`src/rtl/controlador_registrador7b.sv`:
```
// Control stage for the 7-bit load/shift register.
// Accepts a word, loads it, issues paced shifts, then returns to hold.
module controlador_registrador7b #(
  parameter int LARGURA = 7,
  parameter int DIVISOR = 4
) (
  input  logic               clk,
  input  logic               reset,
  input  logic               dado_valido,
  input  logic [LARGURA-1:0] dado_entrada,
  input  logic               serial_in,
  output logic               dado_pronto,
  output logic [LARGURA-1:0] valores_registrador,
  output logic               ch1,
  output logic               ch0,
  output logic               sinal,
  output logic               d,
  output logic               ocupado,
  output logic               fim,
  output logic [2:0]         contagem
);

  localparam logic [7:0] PRESC_INI = 8'(DIVISOR - 1);
  localparam logic [2:0] CONT_MAX  = 3'(LARGURA);

  typedef enum logic [1:0] {
    ESPERA,
    CARREGA,
    DESLOCA,
    FIM
  } estado_t;

  estado_t            estado_q, estado_d;
  logic [LARGURA-1:0] palavra_q, palavra_d;
  logic [7:0]         presc_q, presc_d;
  logic [2:0]         contagem_q, contagem_d;

  always_comb begin
    estado_d    = estado_q;
    palavra_d   = palavra_q;
    presc_d     = presc_q;
    contagem_d  = contagem_q;
    ch1         = 1'b1;
    ch0         = 1'b0;
    sinal       = 1'b1;
    d           = 1'b0;
    dado_pronto = 1'b0;
    ocupado     = 1'b0;
    fim         = 1'b0;
    unique case (estado_q)
      ESPERA: begin
        dado_pronto = 1'b1;
        if (dado_valido) begin
          palavra_d = dado_entrada;
          estado_d  = CARREGA;
        end
      end
      CARREGA: begin
        sinal      = 1'b0;
        ch1        = 1'b0;
        ocupado    = 1'b1;
        presc_d    = PRESC_INI;
        contagem_d = 3'd0;
        estado_d   = DESLOCA;
      end
      DESLOCA: begin
        ocupado = 1'b1;
        if (presc_q != 8'd0) begin
          presc_d = presc_q - 8'd1;
        end else begin
          // one-cycle shift pulse; count shown includes this shift
          ch1        = 1'b0;
          ch0        = 1'b1;
          d          = serial_in;
          contagem_d = contagem_q + 3'd1;
          presc_d    = PRESC_INI;
          if (contagem_d == CONT_MAX) begin
            fim      = 1'b1;
            estado_d = FIM;
          end
        end
      end
      FIM: begin
        estado_d = ESPERA;
      end
      default: begin
        estado_d = ESPERA;
      end
    endcase
  end

  assign valores_registrador = palavra_q;
  assign contagem            = contagem_d;

  always_ff @(posedge clk) begin
    if (reset) begin
      estado_q   <= ESPERA;
      palavra_q  <= '0;
      presc_q    <= '0;
      contagem_q <= '0;
    end else begin
      estado_q   <= estado_d;
      palavra_q  <= palavra_d;
      presc_q    <= presc_d;
      contagem_q <= contagem_d;
    end
  end

endmodule

```
`config.mk`:
```
export PLATFORM = sky130hd
export DESIGN_NAME = controlador_registrador7b
export DESIGN_NICKNAME = d
export VERILOG_FILES = /design/src/rtl/controlador_registrador7b.sv
export SDC_FILE = /design/constraint.sdc
export NUM_CORES = 1
export LEC_CHECK = 0
export BUFFER_PORTS_ARGS = -buffer_cell sky130_fd_sc_hd__buf_2
export CAP_MARGIN = 20
export CORE_ASPECT_RATIO = 0.75
export CORE_UTILIZATION = 50
export DETAILED_ROUTE_END_ITERATION = 8
export PLACE_DENSITY = 0.85
export SYNTH_ARGS = -nofsm -noshare
export SYNTH_HDL_FRONTEND = slang
export SYNTH_SLANG_ARGS = --single-unit
```
`constraint.sdc`:
```
create_clock -name clk -period 2.4 [get_ports clk]
set_clock_uncertainty 0.2 [all_clocks]
set_input_delay 0.48 -clock clk [delete_from_list [all_inputs] [get_ports clk]]
set_output_delay 0.48 -clock clk [all_outputs]
set_load 0.01 [all_outputs]
```
==> results of run 1 <==
[logic make-up (layout without fill, tap and decap cells)]
family | count (synthesis) | in the layout | synth area share (%)
adders and majority gates | 6 | 6 | 7.45
muxes | 1 | 1 | 0.994
AOI/OAI and AO/OA | 22 | 22 | 13.9
and+or+nand+nor | 50 | 50 | 26.2
buffers and inverters | 15 | 50 | 5.59
DFF | 20 | 20 | 39.8
xor gates and xnor gates | 7 | 7 | 6.09
[registers in the layout, summed over array words and instances (netlist names)]
register             cells
presc_q                  8
contagem_q               3
valores_registrador      7
estado_q                 2
[report_power, final]
part           internal, uW  leakage [uW]  switching (uW)
clock network          92.8     0.0000210             109
logic                   535      0.000419             649
registers               437      0.000165            99.8
[layout by cell type (no fill, tap or decap), drive strengths merged, types with 4 or more instances in the layout]
cell type / Yosys / layout
buf: 0 / 36
dfxtp: 20 / 20
nand2: 16 / 16
a21oi: 12 / 12
nor2: 10 / 10
inv: 10 / 10
nand3: 9 / 9
ha: 6 / 6
xor2: 5 / 5
o21ai: 4 / 4
clkbuf: 5 / 4
[cell usage after synthesis]
library cell / number / area share [%]
and3_1: 1 / 0.62
ha_1: 6 / 7.5
nor3_1: 3 / 1.5
xnor2_1: 2 / 1.7
o31a_2: 1 / 0.99
dfxtp_1: 20 / 40
xor2_1: 5 / 4.3
nor2_1: 10 / 3.7
and2b_2: 1 / 0.87
and2_1: 1 / 0.62
a41oi_1: 1 / 0.87
a31oi_1: 1 / 0.62
inv_1: 10 / 3.7
nor3b_1: 1 / 0.75
a221o_2: 1 / 1.1
or3_1: 1 / 0.62
a21oi_1: 11 / 5.5
nor3b_2: 1 / 1.2
nand4b_1: 1 / 0.87
and2_4: 1 / 0.87
mux2i_1: 1 / 0.99
nand2_1: 16 / 6.0
a21oi_2: 1 / 0.87
and3_2: 1 / 0.75
o21ai_1: 1 / 0.50
nand3_1: 9 / 4.5
clkbuf_1: 5 / 1.9
a311oi_1: 1 / 0.87
nor4_4: 1 / 2.1
nand4_1: 1 / 0.62
o221a_2: 1 / 1.1
o21ai_0: 3 / 1.5
nor2b_1: 1 / 0.62
[metrics by stage]
step	worst slack, ps	total power [uW]	instances
4_1_cts	-63.6	1790	175
6_report	-106	1920	178
3_5_place_dp	85.7	1430	166
3_3_place_gp	161	1380	166
5_1_grt	-191	2050	178
2_1_floorplan	258	1190	121
[final timing paths]
kind	start	endpoint	slack, ps	cells past startpoint
worst max-delay path	presc_q[1]$_SDFFE_PP0N_	contagem[2]	-110	7
worst max register to register	estado_q[1]$_SDFFE_PP0P_	presc_q[3]$_SDFFE_PP0N_	360	7
worst min register to register	valores_registrador[3]$_SDFFE_PP0P_	valores_registrador[3]$_SDFFE_PP0P_	260	2
worst min-delay path	dado_entrada[3]	valores_registrador[3]$_SDFFE_PP0P_	200	3
[layout make-up]
class / instances / area (um^2)
flip-flops and latches: 20 / 407
clock buffers: 4 / 36.3
well taps: 22 / 27.5
repair buffers: 36 / 215
multi-input cells: 86 / 589
inverters: 10 / 37.5
fillers: 123 / 493
[routing by layer]
| layer | up-vias | track usage [%] | routed length [um] |
|---|---|---|---|
| met4 | 0 | 8.55 | 34 |
| li1 | 483 | - | - |
| met3 | 6 | 8.15 | 243 |
| met2 | 54 | 39.5 | 1200 |
| met1 | 452 | 30.5 | 1130 |
| met5 | - | 0 | 0 |
[repair_timing]
| item | 4_1_cts | 5_1_grt |
|---|---|---|
| setup buffers | 5 | 3 |
| pin swaps | 5 | 6 |
| hold buffers | 0 | 0 |
| endpoints found under the setup margin | 5 | 6 |
| resized for setup | 11 | 10 |
| gates cloned | 0 | 0 |
| hold endpoints to repair | 0 | 0 |
[worst reg2reg max path, stage by stage, from the launching register on]
cell	delay [ps]
dfxtp_2	370
inv_1	60
ha_2	420
buf_4	180
nor3b_1	300
and2b_2	210
xnor2_1	130
nor2_1	60
==> impl_results.md, run 1 <==
- Status: finished with violations
- Violated checks: negative setup slack
- Root Driver: clkbuf_4
- Max incr delay on CP: 340 ps
- Drt pass-1 iters: 4
- Buf/Inv on CP: 2
- Critical Path Source Type: flip-flop
- CP max stage cell: dfxtp_2
- Clock transition at the registers of the reported paths: around 110 ps
- Io pins: 28
- Setup TNS: -302 ps
- GP Congestion: 0.764
- PD cells: 1470 nW/um^2
- Post-route antenna net violation count: 0
- Vias in the first global route: 832
- Via-to-Cell Ratio: 5.59
- Dpl hpwl: 1.63 mm
- Net Count, Synth: about 140
- Yosys warns: 0
- CP Data Arrival Time: 1830 ps
- Gr usage total: 24.4%
- Largest net degree at the start of global routing: 12
- Initial DRC Count: 37
- CP endpoint kind: output pin
- Final period utilization: 104%
- FMAX: approximately 400 MHz
- WL final: 2.60 mm
- Fin. max-slew vios: 0
- Cell leakage power: 0.000605 uW
- Slew @ Worst Pin: around 440 ps
- Clk Latency, worst-skew pair: 310 ps
- Crit path cell chain: inv_2 > ha_4 > nor3b_4 > and2_4 > a21oi_2 > or3_1 > buf_2
- Rel. slew slack: between 70 and 80%
- Cell area after layout: 1310 um^2
- Clock Path Buffers: 2
- WP data required: 1720 ps
- Hold Crit Class: in2reg
- Final WS setup: -106 ps
- Area grow syn2layout: 30.3%
- DR vias: 995
- # Max-Cap Violations: 0
- Final hold vios: 0
- Unrepaired setup endpoints after global routing: true
- First-pass GRT wire length: 3.68 mm
- Die H: 40.9 um
- Synthesized area: ~1000 um^2
- Wire per inst: 14.6 um
- Critical path class: reg2out
- Final #Nets: 174
- Total CTS buffers: 3
- Proportion of layout cells with a drive suffix above 1: 41.0%
- DRC: 0
- Register area share after synthesis: 39.8%
- Dpl cell area: 1160 um^2
- Row Count: 13
- Syn Area/Cell: about 8.3 um^2
- DIE AREA: 2200 um^2
- Post-layout min period: 2510 ps
- Die W: 53.8 um
- WHS: 205 ps
- Antenna cells: 0
- Setup violators final: 6
- Overflow after GRT: 0
- Max IR drop VDD: 0.00114 V
- # port buffers: 27
- Synthesized instance count: 121
- CTS tree: done
- Peak fanout along the critical path: 4
- Initial antenna violation count: 0
- Clock H-tree levels: 1
- Fin util: between 70% and 80%
- Core area: ~1800 um^2
- Initial Util: 55.8%
- Crit path max-delay family: simple AND/OR/NAND/NOR gates
- #FFs+latches synth: 20
- Clock sink total: 20
- Distinct cells, synth: 33
(Power assumes the default switching activity.)
==> inputs of run 2 (changes only) <==
--- a/config.mk
+++ b/config.mk
@@ -10,6 +10,7 @@
 export CORE_ASPECT_RATIO = 0.75
 export CORE_UTILIZATION = 50
 export DETAILED_ROUTE_END_ITERATION = 8
+export MAX_ROUTING_LAYER = met4
 export PLACE_DENSITY = 0.85
 export SYNTH_ARGS = -nofsm -noshare
 export SYNTH_HDL_FRONTEND = slang
==> run 2 against run 1 <==
Compared with the run above: the flow still finishes with violations (negative setup slack); first-iteration DRC count increased by 5.4%; cell area unchanged; cell count did not move; clock power hardly changed; die area did not move; sequential power barely moved; utilization stayed put; largest power group unchanged; highest routed layer unchanged.
==> impl_results.md, run 2 (same netlist as run 1, synthesis figures left out) <==
- CP max stage cell: dfxtp_2
- Worst r2r src: estado_q[1]$_SDFFE_PP0P_
- Worst R2R Path Depth: 7 (unchanged)
- WP data required: 1720 ps (about the same)
- Post-route antenna net violation count: 0 (unchanged)
- WL final: 2.61 mm (+0.35%)
- Internal power: 1060 uW (about the same)
- Gr usage total: 25.1% (+0.73 points)
- Fillers: 123 (unchanged)
- Clock transition at the registers of the reported paths: 110 ps (about the same)
- Slew @ Worst Pin: 447 ps (+7.28 ps)
- Hold_sp: dado_entrada[3]
- Initial DRC Count: 39 (+5.4%)
- Post-Layout Cell Count: 178 (unchanged)
- Vias in the first global route: 834 (+0.24%)
- Total CTS buffers: 3 (unchanged)
- CTS tree: done
- Register area: 407 um^2 (unchanged)
- Largest Register: presc_q
- Die W: 53.8 um (unchanged)
- Switching pwr: 860 uW (+0.22%)
- # Max-Cap Violations: 0 (unchanged)
- Clock Path Buffers: 2 (unchanged)
- Most frequent cells in the layout: buf_2 (25), nand2_1 (15), dfxtp_1 (15), nor2_1 (10)
- Largest net degree at the start of global routing: 12 (unchanged)
- Clock H-tree levels: 1 (unchanged)
- Buf/Inv on CP: 2 (unchanged)
- Max IR drop VDD: 0.00114 V (-0.28%)
- Max incr delay on CP: 340 ps (about the same)
- GP Congestion: 0.775 (+1.3%)
- Row Count: 13 (unchanged)
- Unrepaired setup endpoints after global routing: true
- Violated checks: negative setup slack
- Seq pwr share: 27.9% (about the same)
- Via-to-Cell Ratio: 5.58 (-0.10%)
- Critical path class: reg2out
- Clk pwr share: 10.4% (about the same)
- Wire per inst: 14.7 um (+0.35%)
- CP endpoint kind: output pin
- Rel. slew slack: 70.0% (-0.49 points)
- Dpl hpwl: 1.63 mm (unchanged)
- First-pass GRT wire length: 3.67 mm (-0.19%)
- Cell leakage power: 0.000605 uW (unchanged)
- DR vias: 994 (-0.10%)
- DP Worst Slack: 85.7 ps (unchanged)
- Core area: 1810 um^2 (unchanged)
- FMAX: 399 MHz (about the same)
- Overflow after GRT: 0 (unchanged)
- Total Power: 1920 uW (about the same)
- Final WS setup: -104 ps (+2.13 ps)
- Area of the multi-input gates: 589 um^2 (unchanged)
- Final #Nets: 174 (unchanged)
- Area grow syn2layout: 30.3% (unchanged)
- Proportion of layout cells with a drive suffix above 1: 41.0% (unchanged)
- Io pins: 28 (unchanged)
- Hold Crit Endpoint: valores_registrador[3]$_SDFFE_PP0P_
- Fin util: 72.7% (unchanged)
- Max reg flops: 8 (unchanged)
- Worst reg2reg path endpoint: presc_q[3]$_SDFFE_PP0N_
- Critical Path Source Type: flip-flop
- Placed Cells incl. Taps: 166 (unchanged)
- PD cells: 1470 nW/um^2 (about the same)
- Hold Crit Class: in2reg
- Crit path cell chain: inv_2 > ha_4 > nor3b_4 > and2_4 > a21oi_2 > or3_1 > buf_2
- Hold bufs inserted after CTS: 0 (unchanged)
- Final period utilization: 104% (about the same)
- DIE AREA: 2200 um^2 (unchanged)
- Final hold vios: 0 (unchanged)
- Peak fanout along the critical path: 4 (unchanged)
- CP Data Arrival Time: 1820 ps (about the same)
- Comb power frac: 61.7% (about the same)
- Clock sink total: 20 (unchanged)
- Initial antenna violation count: 0 (unchanged)
- Clk Latency, worst-skew pair: 310 ps (about the same)
- Switching Fraction: 44.7% (+0.063 points)
- # port buffers: 27 (unchanged)
- Setup violators final: 5 (-1)
- Fin. max-slew vios: 0 (unchanged)
- R2R Setup Slk: 360 ps (about the same)
- Root Driver: clkbuf_4
- Status: finished with violations
- Crit path max-delay family: simple AND/OR/NAND/NOR gates
- Drt pass-1 iters: 4 (unchanged)
- Post-layout min period: 2500 ps (-2.13 ps)
- DRC: 0 (unchanged)
- Die H: 40.9 um (unchanged)
- Antenna cells: 0 (unchanged)
- Most common cell after layout, fill and taps aside: buf_2
- Hold Path Depth: 3 (unchanged)
- Initial Util: 55.8% (unchanged)
## run 2: cell counts in the layout (fill, tap and decap cells not counted)
No cell type changed its count.
## run 2: worst max-delay path by stage
stage / from / endpoint / slack, ps / cells after the start
6_report: presc_q[1]$_SDFFE_PP0N_ / contagem[2] / -100 / 7
5_1_grt: presc_q[1]$_SDFFE_PP0N_ / contagem[2] / -190 / 7
4_1_cts: presc_q[1]$_SDFFE_PP0N_ / contagem[2] / -60 / 7
3_5_place_dp: presc_q[0]$_SDFFE_PP0N_ / contagem[2] / 90 / 7
3_3_place_gp: presc_q[0]$_SDFFE_PP0N_ / contagem[2] / 160 / 7
2_1_floorplan: estado_q[0]$_SDFFE_PP0P_ / contagem[2] / 260 / 6
## run 2: metal layers
metal  share of wire (%)  global-route usage (%)  routed length, um  up-vias
li1                    -                       -                  -      480
met1                  44                    30.5               1160      453
met2                  46                    39.5               1190       55
met3                 8.4                    8.15                220        6
met4                 1.4                    8.55                 37        0
met5                   0                       -                  0        -
## run 2: final cells by class
cell class	count	share of cell area (%)
tap	22	2.10
sequential	20	31.0
inverter	10	2.86
multi-input combinational	86	44.9
timing repair buffer	36	16.4
clock buffer	4	2.76
## run 2: worst register-to-register path, delay by kind of cell, from the launching register on
family / cells / cell delay (ps)
xor+xnor: 1 / 130
buf+inv: 2 / 240
fa+ha+maj: 1 / 420
flops: 1 / 370
simple gates: 3 / 570
## run 2: power groups by stage
stage / clock [uW] / combinational [uW] / sequential [uW]
3_3_place_gp: 0 / 860 / 522
4_1_cts: 205 / 1060 / 531
2_1_floorplan: 0 / 661 / 525
6_report: 200 / 1190 / 537
5_1_grt: 217 / 1280 / 551
3_5_place_dp: 0 / 901 / 530
## run 2: through the flow
step / cell area [um^2] / hold WS (ps) / TNS (ps)
6_report: 1310 / 206 / -315
5_1_grt: 1310 / 201 / -763
4_1_cts: 1260 / 202 / -180
3_5_place_dp: 1160 / 244 / 0
3_3_place_gp: 1160 / 239 / 0
2_1_floorplan: 1010 / 251 / 0
## run 2: timing repair
item | in CTS | in global routing
pin swaps | 5 | 6
gates resized for setup | 11 | 10
endpoints found under the setup margin | 5 | 6
buffers inserted | 5 | 3
==> inputs of run 3 (changes only) <==
--- a/config.mk
+++ b/config.mk
@@ -8,10 +8,10 @@
 export BUFFER_PORTS_ARGS = -buffer_cell sky130_fd_sc_hd__buf_2
 export CAP_MARGIN = 20
 export CORE_ASPECT_RATIO = 0.75
-export CORE_UTILIZATION = 50
+export CORE_UTILIZATION = 45
 export DETAILED_ROUTE_END_ITERATION = 8
 export MAX_ROUTING_LAYER = met4
-export PLACE_DENSITY = 0.85
+export PLACE_DENSITY = 0.78
 export SYNTH_ARGS = -nofsm -noshare
 export SYNTH_HDL_FRONTEND = slang
 export SYNTH_SLANG_ARGS = --single-unit
==> run 3 against run 2 <==
Compared with the run above: the run still ends with negative setup slack left; clock-buffer cell count did not move; critical path type unchanged; total power fell by 1.5%; critical endpoint is now contagem[1]; combinational power barely moved.
==> impl_results.md, run 3 (same netlist as run 1, synthesis figures left out) <==
- Drt pass-1 iters: 4 (unchanged)
- Dpl hpwl: 1.60 mm (-1.8%)
- Max IR drop VDD: 0.000953 V (-16%)
- PD cells: 1450 nW/um^2 (-1.2%)
- Area grow syn2layout: 29.9%
- Setup violators final: 3 (-2)
- Clk Latency, worst-skew pair: 310 ps (about the same)
- Worst R2R Path Depth: 7 (unchanged)
- Total CTS buffers: 3 (unchanged)
- Final hold vios: 0 (unchanged)
- R2R Setup Slk: 270 ps (-90 ps)
- Clock transition at the registers of the reported paths: 120 ps (about the same)
- Hold Path Depth: 3 (unchanged)
- Worst reg2reg path endpoint: presc_q[7]$_SDFFE_PP0N_
- Cell leakage power: 0.000601 uW (-0.74%)
- Fin util: 63.9% (-8.8 points)
- First-pass GRT wire length: 3.73 mm (+1.5%)
- Unrepaired setup endpoints after global routing: true
- CP Data Arrival Time: 1790 ps (-30 ps)
- Die H: 43.0 um (+5.1%)
- Wire per inst: 12.9 um (-12%)
- DIE AREA: 2430 um^2 (+11%)
- Die W: 56.6 um (+5.2%)
- Gr usage total: 20.9% (-4.3 points)
- Io pins: 28 (unchanged)
- Final #Nets: 173 (-0.57%)
- Overflow after GRT: 0 (unchanged)
- Most frequent cells in the layout: buf_2 (25), dfxtp_1 (16), nand2_1 (15), a21oi_1 (11), nor2_1 (10)
- Final period utilization: 103% (-1.4 points)
- Core area: 2050 um^2 (+14%)
- Initial antenna violation count: 0 (unchanged)
- Largest net degree at the start of global routing: 12 (unchanged)
- Worst r2r src: estado_q[1]$_SDFFE_PP0P_
- Post-route antenna net violation count: 0 (unchanged)
- Cell area after layout: 1310 um^2 (-0.29%)
- GP Congestion: 0.880 (+14%)
- WP data required: 1720 ps (about the same)
- Final WS setup: -71.8 ps (+32.4 ps)
- FMAX: 405 MHz (+1.3%)
- Via-to-Cell Ratio: 5.42 (-2.9%)
- Clock H-tree levels: 1 (unchanged)
- Violated checks: negative setup slack
- Root Driver: clkbuf_4
- Fin. max-slew vios: 0 (unchanged)
- Clock Path Buffers: 2 (unchanged)
- Initial Util: 49.1% (-6.6 points)
- Critical path class: reg2out
- Setup TNS: -177 ps (+138 ps)
- Peak fanout along the critical path: 3 (-1)
- Row Count: 14 (+1)
- DP Worst Slack: 64.6 ps (-21.2 ps)
- Critical Path Source Type: flip-flop
- Hold Crit Class: in2reg
- Post-layout min period: 2470 ps (-32.4 ps)
- # Max-Cap Violations: 0 (unchanged)
- Rel. slew slack: 68.4% (-1.6 points)
- # port buffers: 27 (unchanged)
- Largest Register: presc_q
- DR vias: 971 (-2.3%)
- Most common cell after layout, fill and taps aside: buf_2
- Status: finished with violations
- Hold Crit Endpoint: valores_registrador[6]$_SDFFE_PP0P_
- Initial DRC Count: 45 (+15%)
- WHS: 209 ps (+3.03 ps)
- CTS tree: done
- CP endpoint kind: output pin
- DRC: 0 (unchanged)
- Clock sink total: 20 (unchanged)
- Vias in the first global route: 853 (+2.3%)
- Dpl cell area: 1160 um^2 (+0.22%)
- Hold bufs inserted after CTS: 0 (unchanged)
- Slew @ Worst Pin: 473 ps (+26.7 ps)
- Max reg flops: 8 (unchanged)
- WL final: 2.31 mm (-11%)
- Proportion of layout cells with a drive suffix above 1: 38.1% (-3.0 points)
- Hold_sp: dado_entrada[6]
- Antenna cells: 0 (unchanged)
## run 3: cell type report
class	instances	area, um^2
inverters	10	37.5
multi-input cells	86	588
repair buffers	35	211
clock buffers	4	36.3
well taps	24	30.0
flip-flops and latches	20	405
fillers	169	741
## run 3: through the flow
stage,cells,power [uW]
after global routing,179,2020
after floorplan,121,1190
after detailed placement,168,1420
after CTS,178,1840
after global placement,168,1390
final,179,1900
## run 3: worst max-delay path by stage
| stage | slack [ps] | to | startpoint |
|---|---|---|---|
| final | -70 | contagem[1] | presc_q[1]$_SDFFE_PP0N_ |
| after global routing | -150 | contagem[2] | presc_q[1]$_SDFFE_PP0N_ |
| after CTS | -80 | contagem[1] | presc_q[1]$_SDFFE_PP0N_ |
| after detailed placement | 60 | contagem[2] | presc_q[0]$_SDFFE_PP0N_ |
| after global placement | 160 | contagem[2] | presc_q[0]$_SDFFE_PP0N_ |
| after floorplan | 260 | contagem[2] | estado_q[0]$_SDFFE_PP0P_ |
## run 3: worst max-delay path: stages (launching register included)
cell     delay [ps]
dfxtp_2         350
inv_2            40
ha_4            160
nor3b_4         150
and2_4          180
buf_6           120
a221o_2         350
buf_6           130
## run 3: metal layers
layer	up-vias	wire length (um)	GRT usage, %	share of wire (%)
li1	478	-	-	-
met1	443	1060	26.9	46
met2	42	1050	29.4	45
met3	8	158	7.01	6.8
met4	0	42	9.76	1.8
met5	-	0	-	0
## run 3: repair_timing
action	CTS	global route
pin swaps	5	1
gates resized for setup	13	6
endpoints found under the setup margin	5	5
buffers inserted	6	1
hold endpoints to repair	0	0
## run 3: power by group
group | internal (uW) | total [uW] | switching [uW]
Combinational | 549 | 1160 | 613
Sequential | 435 | 532 | 97.3
Clock | 92.7 | 201 | 108
Total | 1080 | 1900 | 819
